[config.mk]
export PLATFORM = sky130hd
export DESIGN_NAME = idli_sqi_ctrl_m
export DESIGN_NICKNAME = d
export VERILOG_FILES = /design/src/rtl/idli_sqi_ctrl_m.sv
export SDC_FILE = /design/constraint.sdc
export NUM_CORES = 1
export LEC_CHECK = 0
export CORE_UTILIZATION = 50
export CTS_BUF_LIST = sky130_fd_sc_hd__clkbuf_8
export DETAILED_ROUTE_END_ITERATION = 8
export GPL_ROUTABILITY_DRIVEN = 0
export GPL_TIMING_DRIVEN = 0
export PLACE_DENSITY_LB_ADDON = 0.15
export SYNTH_ARGS = -nofsm -noshare
export SYNTH_HDL_FRONTEND = slang
export SYNTH_SLANG_ARGS = --single-unit
[constraint.sdc]
create_clock -name i_sqi_gck -period 3.23 [get_ports i_sqi_gck]
set_input_delay 0.4845 -clock i_sqi_gck [delete_from_list [all_inputs] [get_ports i_sqi_gck]]
set_output_delay 0.4845 -clock i_sqi_gck [all_outputs]
set_load 0.01 [all_outputs]
[src/rtl/idli_sqi_ctrl_m.sv]
// SQI memory controller: EQIO mode switch after reset, then one 16b read or write
// transaction per request (command, address, dummy, data) on the quad SIO pins.
module idli_sqi_ctrl_m #(
   parameter logic [7:0]  CMD_READ  = 8'h03,
   parameter logic [7:0]  CMD_WRITE = 8'h02,
   parameter logic [7:0]  CMD_EQIO  = 8'h38,
   parameter int unsigned DUMMY_NIB = 2
) (
   input  logic        i_sqi_gck,
   input  logic        i_sqi_rst,
   input  logic        i_sqi_req,
   input  logic        i_sqi_wr,
   input  logic [15:0] i_sqi_addr,
   output logic        o_sqi_ack,
   output logic        o_sqi_busy,
   output logic        o_sqi_done,
   output logic        o_sqi_cs,
   output logic        o_sqi_sio_oe,
   output logic [3:0]  o_sqi_sio,
   input  logic [3:0]  i_sqi_sio,
   output logic        o_sqi_reg_wr_en,
   input  logic [3:0]  i_sqi_reg_data
);

   localparam int unsigned CNT_W = 3;
   localparam logic [CNT_W-1:0] DUMMY_LAST = CNT_W'(DUMMY_NIB - 1);

   typedef enum logic [2:0] {
      ST_INIT, ST_INIT_END, ST_IDLE, ST_CMD, ST_ADDR, ST_DUMMY, ST_DATA, ST_END
   } state_t;

   state_t             state, state_nxt;
   logic [CNT_W-1:0]   cnt, cnt_nxt;
   logic               wr_q, wr_nxt;
   logic [15:0]        addr_q, addr_nxt;
   logic [7:0]         instr;
   logic               unused_sio;

   // Read nibbles go straight from the pins into the IO register, not through here.
   assign unused_sio = ^i_sqi_sio;
   assign instr      = wr_q ? CMD_WRITE : CMD_READ;

   always_ff @(posedge i_sqi_gck or posedge i_sqi_rst) begin
      if (i_sqi_rst) begin
         state  <= ST_INIT;
         cnt    <= '0;
         wr_q   <= 1'b0;
         addr_q <= '0;
      end else begin
         state  <= state_nxt;
         cnt    <= cnt_nxt;
         wr_q   <= wr_nxt;
         addr_q <= addr_nxt;
      end
   end

   // Next state; the nibble counter restarts on every phase change.
   always_comb begin
      state_nxt = state;
      cnt_nxt   = cnt + CNT_W'(1);
      wr_nxt    = wr_q;
      addr_nxt  = addr_q;
      case (state)
         ST_INIT:     if (cnt == 3'd7) state_nxt = ST_INIT_END;
         ST_INIT_END: state_nxt = ST_IDLE;
         ST_IDLE: begin
            cnt_nxt = '0;
            if (i_sqi_req) begin
               state_nxt = ST_CMD;
               wr_nxt    = i_sqi_wr;
               addr_nxt  = i_sqi_addr;
            end
         end
         ST_CMD:      if (cnt == 3'd1) state_nxt = ST_ADDR;
         ST_ADDR:     if (cnt == 3'd3) state_nxt = wr_q ? ST_DATA : ST_DUMMY;
         ST_DUMMY:    if (cnt == DUMMY_LAST) state_nxt = ST_DATA;
         ST_DATA:     if (cnt == 3'd3) state_nxt = ST_END;
         ST_END:      state_nxt = ST_IDLE;
         default:     state_nxt = ST_INIT;
      endcase
      if (state_nxt != state) cnt_nxt = '0;
   end

   // Pin and handshake decode; reset forces the idle pin state immediately.
   always_comb begin
      o_sqi_cs        = 1'b1;
      o_sqi_sio_oe    = 1'b0;
      o_sqi_sio       = 4'h0;
      o_sqi_ack       = 1'b0;
      o_sqi_done      = 1'b0;
      o_sqi_reg_wr_en = 1'b0;
      o_sqi_busy      = 1'b1;
      case (state)
         ST_INIT: begin
            o_sqi_cs     = 1'b0;
            o_sqi_sio_oe = 1'b1;
            o_sqi_sio    = {3'b000, CMD_EQIO[3'd7 - cnt]};
         end
         ST_IDLE: begin
            o_sqi_busy = 1'b0;
            o_sqi_ack  = i_sqi_req;
         end
         ST_CMD: begin
            o_sqi_cs     = 1'b0;
            o_sqi_sio_oe = 1'b1;
            o_sqi_sio    = cnt[0] ? instr[3:0] : instr[7:4];
         end
         ST_ADDR: begin
            o_sqi_cs     = 1'b0;
            o_sqi_sio_oe = 1'b1;
            case (cnt[1:0])
               2'd0:    o_sqi_sio = addr_q[15:12];
               2'd1:    o_sqi_sio = addr_q[11:8];
               2'd2:    o_sqi_sio = addr_q[7:4];
               default: o_sqi_sio = addr_q[3:0];
            endcase
         end
         ST_DUMMY: o_sqi_cs = 1'b0;
         ST_DATA: begin
            o_sqi_cs = 1'b0;
            if (wr_q) begin
               o_sqi_sio_oe = 1'b1;
               o_sqi_sio    = i_sqi_reg_data;
            end else begin
               o_sqi_reg_wr_en = 1'b1;
            end
         end
         ST_END:  o_sqi_done = 1'b1;
         default: ;
      endcase
      if (i_sqi_rst) begin
         o_sqi_cs        = 1'b1;
         o_sqi_sio_oe    = 1'b0;
         o_sqi_sio       = 4'h0;
         o_sqi_ack       = 1'b0;
         o_sqi_done      = 1'b0;
         o_sqi_reg_wr_en = 1'b0;
         o_sqi_busy      = 1'b1;
      end
   end

endmodule
==> summary.txt, run 1 <==
Run status
  – Run status: finished clean

STA
  – Fin crit period: 3.00 ns
  – Worst hold slack: 0.513 ns
  – Final worst setup slack: 0.227 ns
  – Slew HR: 0.627
  – RSZ-0062 raised after global routing: no
  – Tcrit/Tclk final: 0.930
  – Final count of hold timing violations: 0
  – Fmax achieved: 333 MHz
  – Clk_skew: 0.00205 ns
  – Count of final max-slew check failures: 0
  – Slew @ Worst Pin: 0.559 ns
  – Finish-stage setup viols: 0

Yosys
  – EDFF count, synth: 0
  – Syn Area/Cell: 9.89 µm²
  – Syn Nets: 180
  – Area contributors post-synth: dfrtp_1 (40%), mux2_2 (11%), ha_1 (7.0%), a21oi_1 (3.5%), nand2_1 (3.2%)
  – Most instantiated cells after synthesis: dfrtp_1 (23), mux2_2 (14), nand2_1 (12)
  – Ys Warns: 0
  – Synthesis-stage register bit count: 23
  – Post-Syn Area: 1420 µm²
  – Syn Inst Count: 144
  – Yosys top cell area share: 0.404
  – Post-synthesis sequential area ratio: 0.404
  – Leading area contributor after synthesis: dfrtp_1
  – Count leader, synth: dfrtp_1
  – Yosys cell types: 34
  – Share of synthesized flip-flops with an asynchronous set or reset: 1.00
  – Synth Flop Type: dfrtp_1

Worst setup path
  – Reg2reg setup slack: 1.44 ns
  – Worst flop-to-flop path startpoint: cnt[0]$_DFF_PP0_
  – FF-to-FF End: cnt[0]$_DFF_PP0_
  – Arrival time worst endpoint: 2.52 ns
  – Worst Setup Path Type: in2out
  – Kind of start point of the critical path: primary input
  – Worst EP required: 2.75 ns
  – CP max FO: 27
  – Crit path capture type: output pin
  – Register-to-Register Path Depth: 6

CTS
  – Post-CTS Hold Buffers: 0
  – CTS Buffer Depth: 2
  – Worst skew pair latency: 0.26 ns
  – H-tree depth: 1
  – Total CTS buffers: 3
  – Root cell of the clock tree: clkbuf_8
  – Clock-pin transition on the worst setup and hold timing paths: 0.08 ns
  – CTS sink cnt: 23
  – TritonCTS clock tree: built
  – Post-CTS Setup Inserts: 0
  – CTS resizes: 1

Floorplanning
  – Starting Density: 0.550
  – IO Pins: 38
  – Core region area: 2590 µm²
  – Standard-cell rows: 18
  – Die Y: 55.4 µm
  – Die W: 55.4 µm
  – DIE AREA: 3070 µm²

Cells and area
  – Final Util: 0.711
  – Fillers: 203
  – Area grow syn2layout: 29.3%
  – Share of cells above drive strength 1: 0.182
  – Non-filler cells, final: 211
  – ANT cells: 0
  – Final #Nets: 218
  – Design area: 1840 µm²

Global routing
  – Remaining global-route overflow: 0
  – Number of global-route vias before repair: 1,274
  – Largest net degree at the start of global routing: 28
  – First-pass GRT wire length: 5630 µm
  – Initial antenna violation count: 0
  – Gr usage total: 0.226

Hold path
  – Hold path start: addr_q[13]$_DFFE_PP0P_
  – Hold Path Stages: 1
  – Hold crit path type: reg2reg
  – Worst Hold Path EP: addr_q[13]$_DFFE_PP0P_

Placed design
  – Placed cell count: 207
  – Post-Place Cell Area: 1790 µm²
  – I/O Buffers: 33
  – Post-detail-place hpwl: 2450 µm
  – Setup WS pre-CTS: -0.133 ns

Run
  – MaxCap Viol Count: 0

Detailed routing
  – Vias: 1,240
  – DR vias/cell: 5.88
  – Wire per inst: 15.3 µm
  – DRT Pass-1 Iters: 4
  – DRC viols: 0
  – Remaining antenna violation count: 0
  – DRT Wirelength: 3240 µm
  – DRT iter0 DRCs: 20

Power
  – Pwr/cell area: 747 nW/µm²
  – VDD IR max: 0.506 mV
  – Leakage Power: 0.000745 µW
## cells in the final DEF, fill, tap and decap left out, types with 4 or more instances in the layout
cell,n
nand3_1,6
ha_1,8
buf_2,5
nor3_1,4
a21oi_1,10
nor2_1,4
clkdlybuf4s50_1,33
mux2_2,14
nor3b_1,4
inv_1,9
a22oi_1,5
dfrtp_1,23
nand2_1,12
a221o_1,4
o21ai_0,7
## through the flow
stage,total power (µW),setup TNS [ns]
3_3_place_gp,1170,-0.229
4_1_cts,1370,0
6_report,1380,0
5_1_grt,1470,0
2_1_floorplan,987,0
3_5_place_dp,1190,-0.482
## state kept, by name (all words and copies together), names as in the netlist
signal,flops
cnt,3
wr_q,1
addr_q,16
state,3
## cell families (layout without fill, tap and decap cells)
kind of cell / count (synthesis) / in the layout / synth area share
buffers and inverters: 18 / 55 / 0.0624
adders and majority gates: 8 / 8 / 0.0703
muxes: 14 / 14 / 0.111
AOI/OAI and AO/OA: 36 / 36 / 0.170
and+or+nand+nor: 45 / 45 / 0.182
DFF: 23 / 23 / 0.404
## metal layers
metal | global-route usage | part of all wire
met5 | 0 | 0
met4 | 0.0857 | 0.014
met3 | 0.0445 | 0.056
met2 | 0.370 | 0.46
met1 | 0.294 | 0.47
## layout make-up
| class | instances | area [µm²] | share of cell area |
|---|---|---|---|
| repair buffers | 33 | 330 | 0.179 |
| plain buffers | 8 | 51.3 | 0.0279 |
| multi-input cells | 103 | 759 | 0.412 |
| clock buffers | 3 | 41.3 | 0.0224 |
| clock inverters | 1 | 5.00 | 0.00272 |
| inverters | 10 | 41.3 | 0.0224 |
| well taps | 30 | 37.5 | 0.0204 |
| flip-flops and latches | 23 | 576 | 0.312 |
## worst max-delay path by stage
stage	to	cells past startpoint	slack (ns)	start
final	o_sqi_sio[1]	5	0.23	i_sqi_rst
after global routing	o_sqi_sio[1]	5	0.009	i_sqi_rst
after CTS	o_sqi_sio[2]	5	0.16	i_sqi_rst
after detailed placement	o_sqi_sio[0]	5	-0.13	i_sqi_rst
after global placement	o_sqi_sio[0]	5	-0.09	i_sqi_rst
after floorplan	o_sqi_sio[0]	3	1.15	i_sqi_rst
## critical path, cell delays in order
cell and delay (ns):
clkdlybuf4s50_1 0.56, clkinvlp_4 0.51, o211ai_1 0.37, a21oi_1 0.10
clkdlybuf4s50_1 0.49
## report_power, final
group	internal [µW]	switching, µW	leakage, µW
Clock	86.2	94.9	0.0000255
Combinational	332	363	0.000442
Sequential	419	80.9	0.000277
(Power assumes the default switching activity.)
==> run 2, diff against run 1 <==
--- a/config.mk
+++ b/config.mk
@@ -11,6 +11,9 @@
 export GPL_ROUTABILITY_DRIVEN = 0
 export GPL_TIMING_DRIVEN = 0
 export PLACE_DENSITY_LB_ADDON = 0.15
+export RECOVER_POWER = 100
+export SKIP_LAST_GASP = 1
 export SYNTH_ARGS = -nofsm -noshare
 export SYNTH_HDL_FRONTEND = slang
 export SYNTH_SLANG_ARGS = --single-unit
+export TNS_END_PERCENT = 5
==> summary.txt, run 2 (same netlist as run 1, synthesis figures left out) <==
CTS
  – CTS sink cnt: 23 (unchanged)
  – Root cell of the clock tree: clkbuf_8
  – Clock-pin transition on the worst setup and hold timing paths: 0.08 ns (about the same)
  – TritonCTS clock tree: built
  – Worst skew pair latency: 0.26 ns (about the same)
  – Post-CTS Setup Inserts: 0 (unchanged)
  – Post-CTS Hold Buffers: 0 (unchanged)
  – CTS resizes: 1 (unchanged)
  – CTS Buffer Depth: 2 (unchanged)
  – Total CTS buffers: 3 (unchanged)
  – H-tree depth: 1 (unchanged)

Hold path
  – Hold crit path type: reg2reg

Detailed routing
  – DRT iter0 DRCs: 26 (+30%)
  – Wire per inst: 15.3 µm (-0.40%)
  – DRT Wirelength: 3220 µm (-0.40%)
  – Remaining antenna violation count: 0 (unchanged)
  – DRT Pass-1 Iters: 4 (unchanged)
  – DR vias/cell: 5.83 (-0.81%)
  – DRC viols: 0 (unchanged)
  – Vias: 1,230 (-0.81%)

Worst setup path
  – Worst Setup Path Type: in2out
  – Worst flop-to-flop path startpoint: cnt[0]$_DFF_PP0_
  – Crit path capture type: output pin
  – Kind of start point of the critical path: primary input
  – Critical Path Sink: o_sqi_sio[1]
  – Most frequent CP cell: clkdlybuf4s50_1
  – Worst EP required: 2.75 ns (about the same)
  – Slowest cell delay on critical path: 0.56 ns (about the same)
  – FF-to-FF End: cnt[1]$_DFF_PP0_
  – Max stage delay cell, worst path: clkdlybuf4s50_1
  – Arrival time worst endpoint: 2.52 ns (about the same)
  – Register-to-Register Path Depth: 6 (unchanged)
  – Cell chain of the critical path: clkdlybuf4s50_1 > clkinvlp_4 > o211ai_1 > a21oi_1 > clkdlybuf4s50_1
  – CP max FO: 27 (unchanged)
  – Reg2reg setup slack: 1.27 ns (-0.17 ns)
  – Worst setup path startpoint: i_sqi_rst

Cells and area
  – Biggest regs: addr_q x16, cnt x3, state x3
  – Commonest non-fill, non-tap cell in the layout: clkdlybuf4s50_1
  – Largest Register: addr_q
  – ANT cells: 0 (unchanged)
  – Non-filler cells, final: 211 (unchanged)
  – Share of cells above drive strength 1: 0.149 (-0.0331)
  – Final #Nets: 218 (unchanged)
  – Area grow syn2layout: 27.1%
  – Max reg flops: 16 (unchanged)
  – Commonest non-fill, non-tap cells in the layout: clkdlybuf4s50_1 (27), dfrtp_1 (23), mux2_2 (14)

Global routing
  – Gr usage total: 0.226 (unchanged)
  – First-pass GRT wire length: 5630 µm (unchanged)
  – Initial antenna violation count: 0 (unchanged)
  – Largest net degree at the start of global routing: 28 (unchanged)
  – Number of global-route vias before repair: 1,274 (unchanged)
  – Remaining global-route overflow: 0 (unchanged)

Placed design
  – Post-detail-place hpwl: 2450 µm (unchanged)
  – I/O Buffers: 33 (unchanged)
  – Placed cell count: 207 (unchanged)

STA
  – Setup TNS Final: 0 ns (unchanged)
  – Fin crit period: 3.01 ns (+0.00245 ns)
  – Finish-stage setup viols: 0 (unchanged)
  – Count of final max-slew check failures: 0 (unchanged)
  – Final count of hold timing violations: 0 (unchanged)
  – Clk_skew: 0.00171 ns (-0.000346 ns)
  – Slew HR: 0.625 (-0.00165)
  – RSZ-0062 raised after global routing: no
  – Fmax achieved: 333 MHz (about the same)
  – Tcrit/Tclk final: 0.930 (about the same)
  – Slew @ Worst Pin: 0.561 ns (+0.00247 ns)

Floorplanning
  – Die W: 55.4 µm (unchanged)
  – Starting Density: 0.550 (unchanged)
  – DIE AREA: 3070 µm² (unchanged)
  – Standard-cell rows: 18 (unchanged)
  – Die Y: 55.4 µm (unchanged)
  – Core region area: 2590 µm² (unchanged)
  – IO Pins: 38 (unchanged)

Power
  – VDD IR max: 0.504 mV (-0.32%)
  – Pwr/cell area: 740 nW/µm² (-0.92%)
  – Leakage Power: 0.000738 µW (-0.86%)
  – Overall power: 1340 µW (-2.7%)

Run
  – MaxCap Viol Count: 0 (unchanged)

Run status
  – Run status: finished clean
## run 2: cell type report
class                      count  area (µm²)
multi-input combinational    103         743
tap                           30        37.5
clock buffer                   3        41.3
fill                         211         781
buffer                         8        35.0
clock inverter                 1        5.00
timing repair buffer          33         330
inverter                      10        41.3
sequential                    23         576
## run 2: power breakdown
part / switching [µW] / internal, µW / leakage [µW]
Combinational: 352 / 308 / 0.000436
Sequential: 79.5 / 419 / 0.000277
Clock: 95.2 / 86.2 / 0.0000255
## run 2: how the worst min path moves through the flow
stage,from,end,depth (start not counted)
after detailed placement,addr_q[11]$_DFFE_PP0P_,addr_q[11]$_DFFE_PP0P_,1
after floorplan,addr_q[5]$_DFFE_PP0P_,addr_q[5]$_DFFE_PP0P_,1
final,addr_q[13]$_DFFE_PP0P_,addr_q[13]$_DFFE_PP0P_,1
after global routing,addr_q[12]$_DFFE_PP0P_,addr_q[12]$_DFFE_PP0P_,1
after global placement,addr_q[14]$_DFFE_PP0P_,addr_q[14]$_DFFE_PP0P_,1
after CTS,addr_q[12]$_DFFE_PP0P_,addr_q[12]$_DFFE_PP0P_,1
## run 2: layer usage
metal  vias to the layer above  wire length, µm  track usage
met5                         -                0            0
met4                         0               48       0.0857
met3                         7              223       0.0445
met2                        48             1460        0.370
met1                       580             1490        0.294
li1                        595                -            -
## run 2: worst max-delay path, delay by kind of cell
| family | cells | cell delay [ns] |
|---|---|---|
| buf+inv | 3 | 1.56 |
| compound gates | 2 | 0.46 |
## run 2: stage by stage
step | instance area (µm²) | util | setup WS [ns] | hold slack [ns]
after detailed placement | 1790 | 0.692 | -0.133 | 0.498
final | 1810 | 0.699 | 0.225 | 0.513
after global placement | 1790 | 0.692 | -0.0878 | 0.492
after CTS | 1840 | 0.711 | 0.162 | 0.518
after global routing | 1810 | 0.699 | 0.00950 | 0.530
after floorplan | 1420 | - | 1.15 | 0.481
==> run 3, diff against run 2 <==
--- a/config.mk
+++ b/config.mk
@@ -5,7 +5,9 @@
 export SDC_FILE = /design/constraint.sdc
 export NUM_CORES = 1
 export LEC_CHECK = 0
-export CORE_UTILIZATION = 50
+export CELL_PAD_IN_SITES_DETAIL_PLACEMENT = 0
+export CELL_PAD_IN_SITES_GLOBAL_PLACEMENT = 1
+export CORE_UTILIZATION = 41
 export CTS_BUF_LIST = sky130_fd_sc_hd__clkbuf_8
 export DETAILED_ROUTE_END_ITERATION = 8
 export GPL_ROUTABILITY_DRIVEN = 0
==> summary.txt, run 3 (same netlist as run 1, synthesis figures left out) <==
Run status
  – Run status: finished clean

Cells and area
  – Share of cells above drive strength 1: 0.154 (+0.00467)
  – Biggest regs: addr_q x16, cnt x3, state x3
  – Largest Register: addr_q
  – Non-filler cells, final: 228 (+8.1%)
  – Max reg flops: 16 (unchanged)
  – Final #Nets: 219 (+0.46%)
  – Final Util: 0.550 (-0.149)
  – Area grow syn2layout: 28.8%
  – ANT cells: 0 (unchanged)
  – Commonest non-fill, non-tap cells in the layout: clkdlybuf4s50_1 (26), dfrtp_1 (23), mux2_2 (14)
  – Commonest non-fill, non-tap cell in the layout: clkdlybuf4s50_1

Global routing
  – GR Util met1: 0.310 (+0.0162)
  – GR peak layer: met1
  – GR Util met3: 0.0299 (-0.0146)
  – Remaining global-route overflow: 0 (unchanged)
  – First-pass GRT wire length: 5290 µm (-6.0%)
  – Met2 Use GR: 0.276 (-0.0938)
  – Gr usage total: 0.198 (-0.0278)
  – Initial antenna violation count: 0 (unchanged)
  – Number of global-route vias before repair: 1,098 (-14%)
  – Largest net degree at the start of global routing: 28 (unchanged)

CTS
  – TritonCTS clock tree: built
  – H-tree depth: 1 (unchanged)
  – Post-CTS Hold Buffers: 0 (unchanged)
  – Clock-pin transition on the worst setup and hold timing paths: 0.09 ns (about the same)
  – Root cell of the clock tree: clkbuf_8
  – CTS Buffer Depth: 2 (unchanged)
  – Total CTS buffers: 3 (unchanged)
  – CTS sink cnt: 23 (unchanged)
  – Worst skew pair latency: 0.26 ns (about the same)
  – Post-CTS Setup Inserts: 0 (unchanged)

Floorplanning
  – IO Pins: 38 (unchanged)
  – Die Y: 60.9 µm (+10%)
  – DIE AREA: 3710 µm² (+21%)
  – Core region area: 3340 µm² (+29%)
  – Standard-cell rows: 21 (+3)
  – Starting Density: 0.427 (-0.123)
  – Die W: 60.9 µm (+10%)

Worst setup path
  – Critical Path Sink: o_sqi_sio[0]
  – Worst EP required: 2.75 ns (about the same)
  – Worst Setup Path Type: in2out
  – Kind of start point of the critical path: primary input
  – FF-to-FF End: cnt[0]$_DFF_PP0_
  – Crit path capture type: output pin
  – Arrival time worst endpoint: 2.46 ns (-0.06 ns)
  – Reg2reg setup slack: 1.24 ns (-0.03 ns)
  – Register-to-Register Path Depth: 6 (unchanged)
  – Worst flop-to-flop path startpoint: cnt[0]$_DFF_PP0_
  – Worst setup path startpoint: i_sqi_rst
  – CP max FO: 14 (-48%)

Placed design
  – Setup WS pre-CTS: -0.237 ns (-0.103 ns)
  – I/O Buffers: 33 (unchanged)
  – Placed cell count: 223 (+7.7%)
  – Post-detail-place hpwl: 2480 µm (+1.3%)

STA
  – Slew @ Worst Pin: 0.608 ns (+0.0466 ns)
  – Slew HR: 0.593 (-0.0325)
  – Final worst setup slack: 0.288 ns (+0.0631 ns)
  – Tcrit/Tclk final: 0.911 (-0.0195)
  – Final count of hold timing violations: 0 (unchanged)
  – Clk_skew: 0.00138 ns (-0.000329 ns)
  – Count of final max-slew check failures: 0 (unchanged)
  – Fin crit period: 2.94 ns (-0.0631 ns)
  – Fmax achieved: 340 MHz (+2.1%)
  – Setup TNS Final: 0 ns (unchanged)
  – Finish-stage setup viols: 0 (unchanged)
  – RSZ-0062 raised after global routing: no

Power
  – Overall power: 1350 µW (+0.67%)
  – Pwr/cell area: 735 nW/µm² (-0.70%)
  – VDD IR max: 0.332 mV (-34%)
  – Leakage Power: 0.000739 µW (about the same)

Detailed routing
  – DRT iter0 DRCs: 57 (+120%)
  – DRC viols: 0 (unchanged)
  – DRT Pass-1 Iters: 4 (unchanged)
  – DR vias/cell: 5.44 (-6.7%)
  – Vias: 1,240 (+0.81%)
  – Remaining antenna violation count: 0 (unchanged)
  – Wire per inst: 15.0 µm (-1.6%)
  – DRT Wirelength: 3430 µm (+6.3%)

Hold path
  – Hold Path Stages: 1 (unchanged)
  – Hold crit path type: reg2reg

Run
  – MaxCap Viol Count: 0 (unchanged)
run 3: cell types whose count changed in the layout (fill, tap and decap cells not counted):
cell,delta
dlygate4sd3_1,+1
clkinvlp_2,+1
clkdlybuf4s50_1,-1
run 3: area by class of cell:
class / count / area [µm²]
Buffer: 8 / 35.0
Clock buffer: 3 / 41.3
Clock inverter: 1 / 5.00
Fill cell: 328 / 1500
Inverter: 10 / 41.3
Multi-Input combinational cell: 103 / 743
Sequential cell: 23 / 576
Tap cell: 46 / 57.6
Timing Repair Buffer: 33 / 330
Timing Repair inverter: 1 / 5.00
run 3: worst min path at each step:
stage                      startpoint                endpoint
2_1_floorplan   addr_q[5]$_DFFE_PP0P_   addr_q[5]$_DFFE_PP0P_
3_3_place_gp   addr_q[10]$_DFFE_PP0P_  addr_q[10]$_DFFE_PP0P_
3_5_place_dp    addr_q[7]$_DFFE_PP0P_   addr_q[7]$_DFFE_PP0P_
4_1_cts         addr_q[7]$_DFFE_PP0P_   addr_q[7]$_DFFE_PP0P_
5_1_grt        addr_q[12]$_DFFE_PP0P_  addr_q[12]$_DFFE_PP0P_
6_report       addr_q[12]$_DFFE_PP0P_  addr_q[12]$_DFFE_PP0P_
run 3: timing repair:
item	CTS	global route
resized for setup	1	0
endpoints found under the setup margin	4	4
gates cloned	0	1
pin swaps	0	0
run 3: worst max-delay path, cell delays in order:
cell             delay (ns)
dlygate4sd3_1          0.71
clkinvlp_4             0.37
o211ai_1               0.30
a31oi_1                0.09
clkdlybuf4s50_1        0.50
run 3: power by group:
| part | internal [µW] | switching, µW | leakage, µW |
|---|---|---|---|
| Clock | 86.2 | 96.4 | 0.0000255 |
| Sequential | 419 | 79.1 | 0.000277 |
| Combinational | 309 | 359 | 0.000436 |
| Total | 813 | 535 | 0.000739 |
run 3: metal layers:
layer,up-vias,routed length [µm]
li1,599,-
met4,0,58
met2,51,1470
met5,-,0
met3,9,183
met1,581,1720
run 3: stage by stage:
step	hold WS, ns	area, µm²
2_1_floorplan	0.481	1420
3_3_place_gp	0.490	1810
3_5_place_dp	0.497	1810
4_1_cts	0.517	1860
5_1_grt	0.532	1830
6_report	0.512	1830
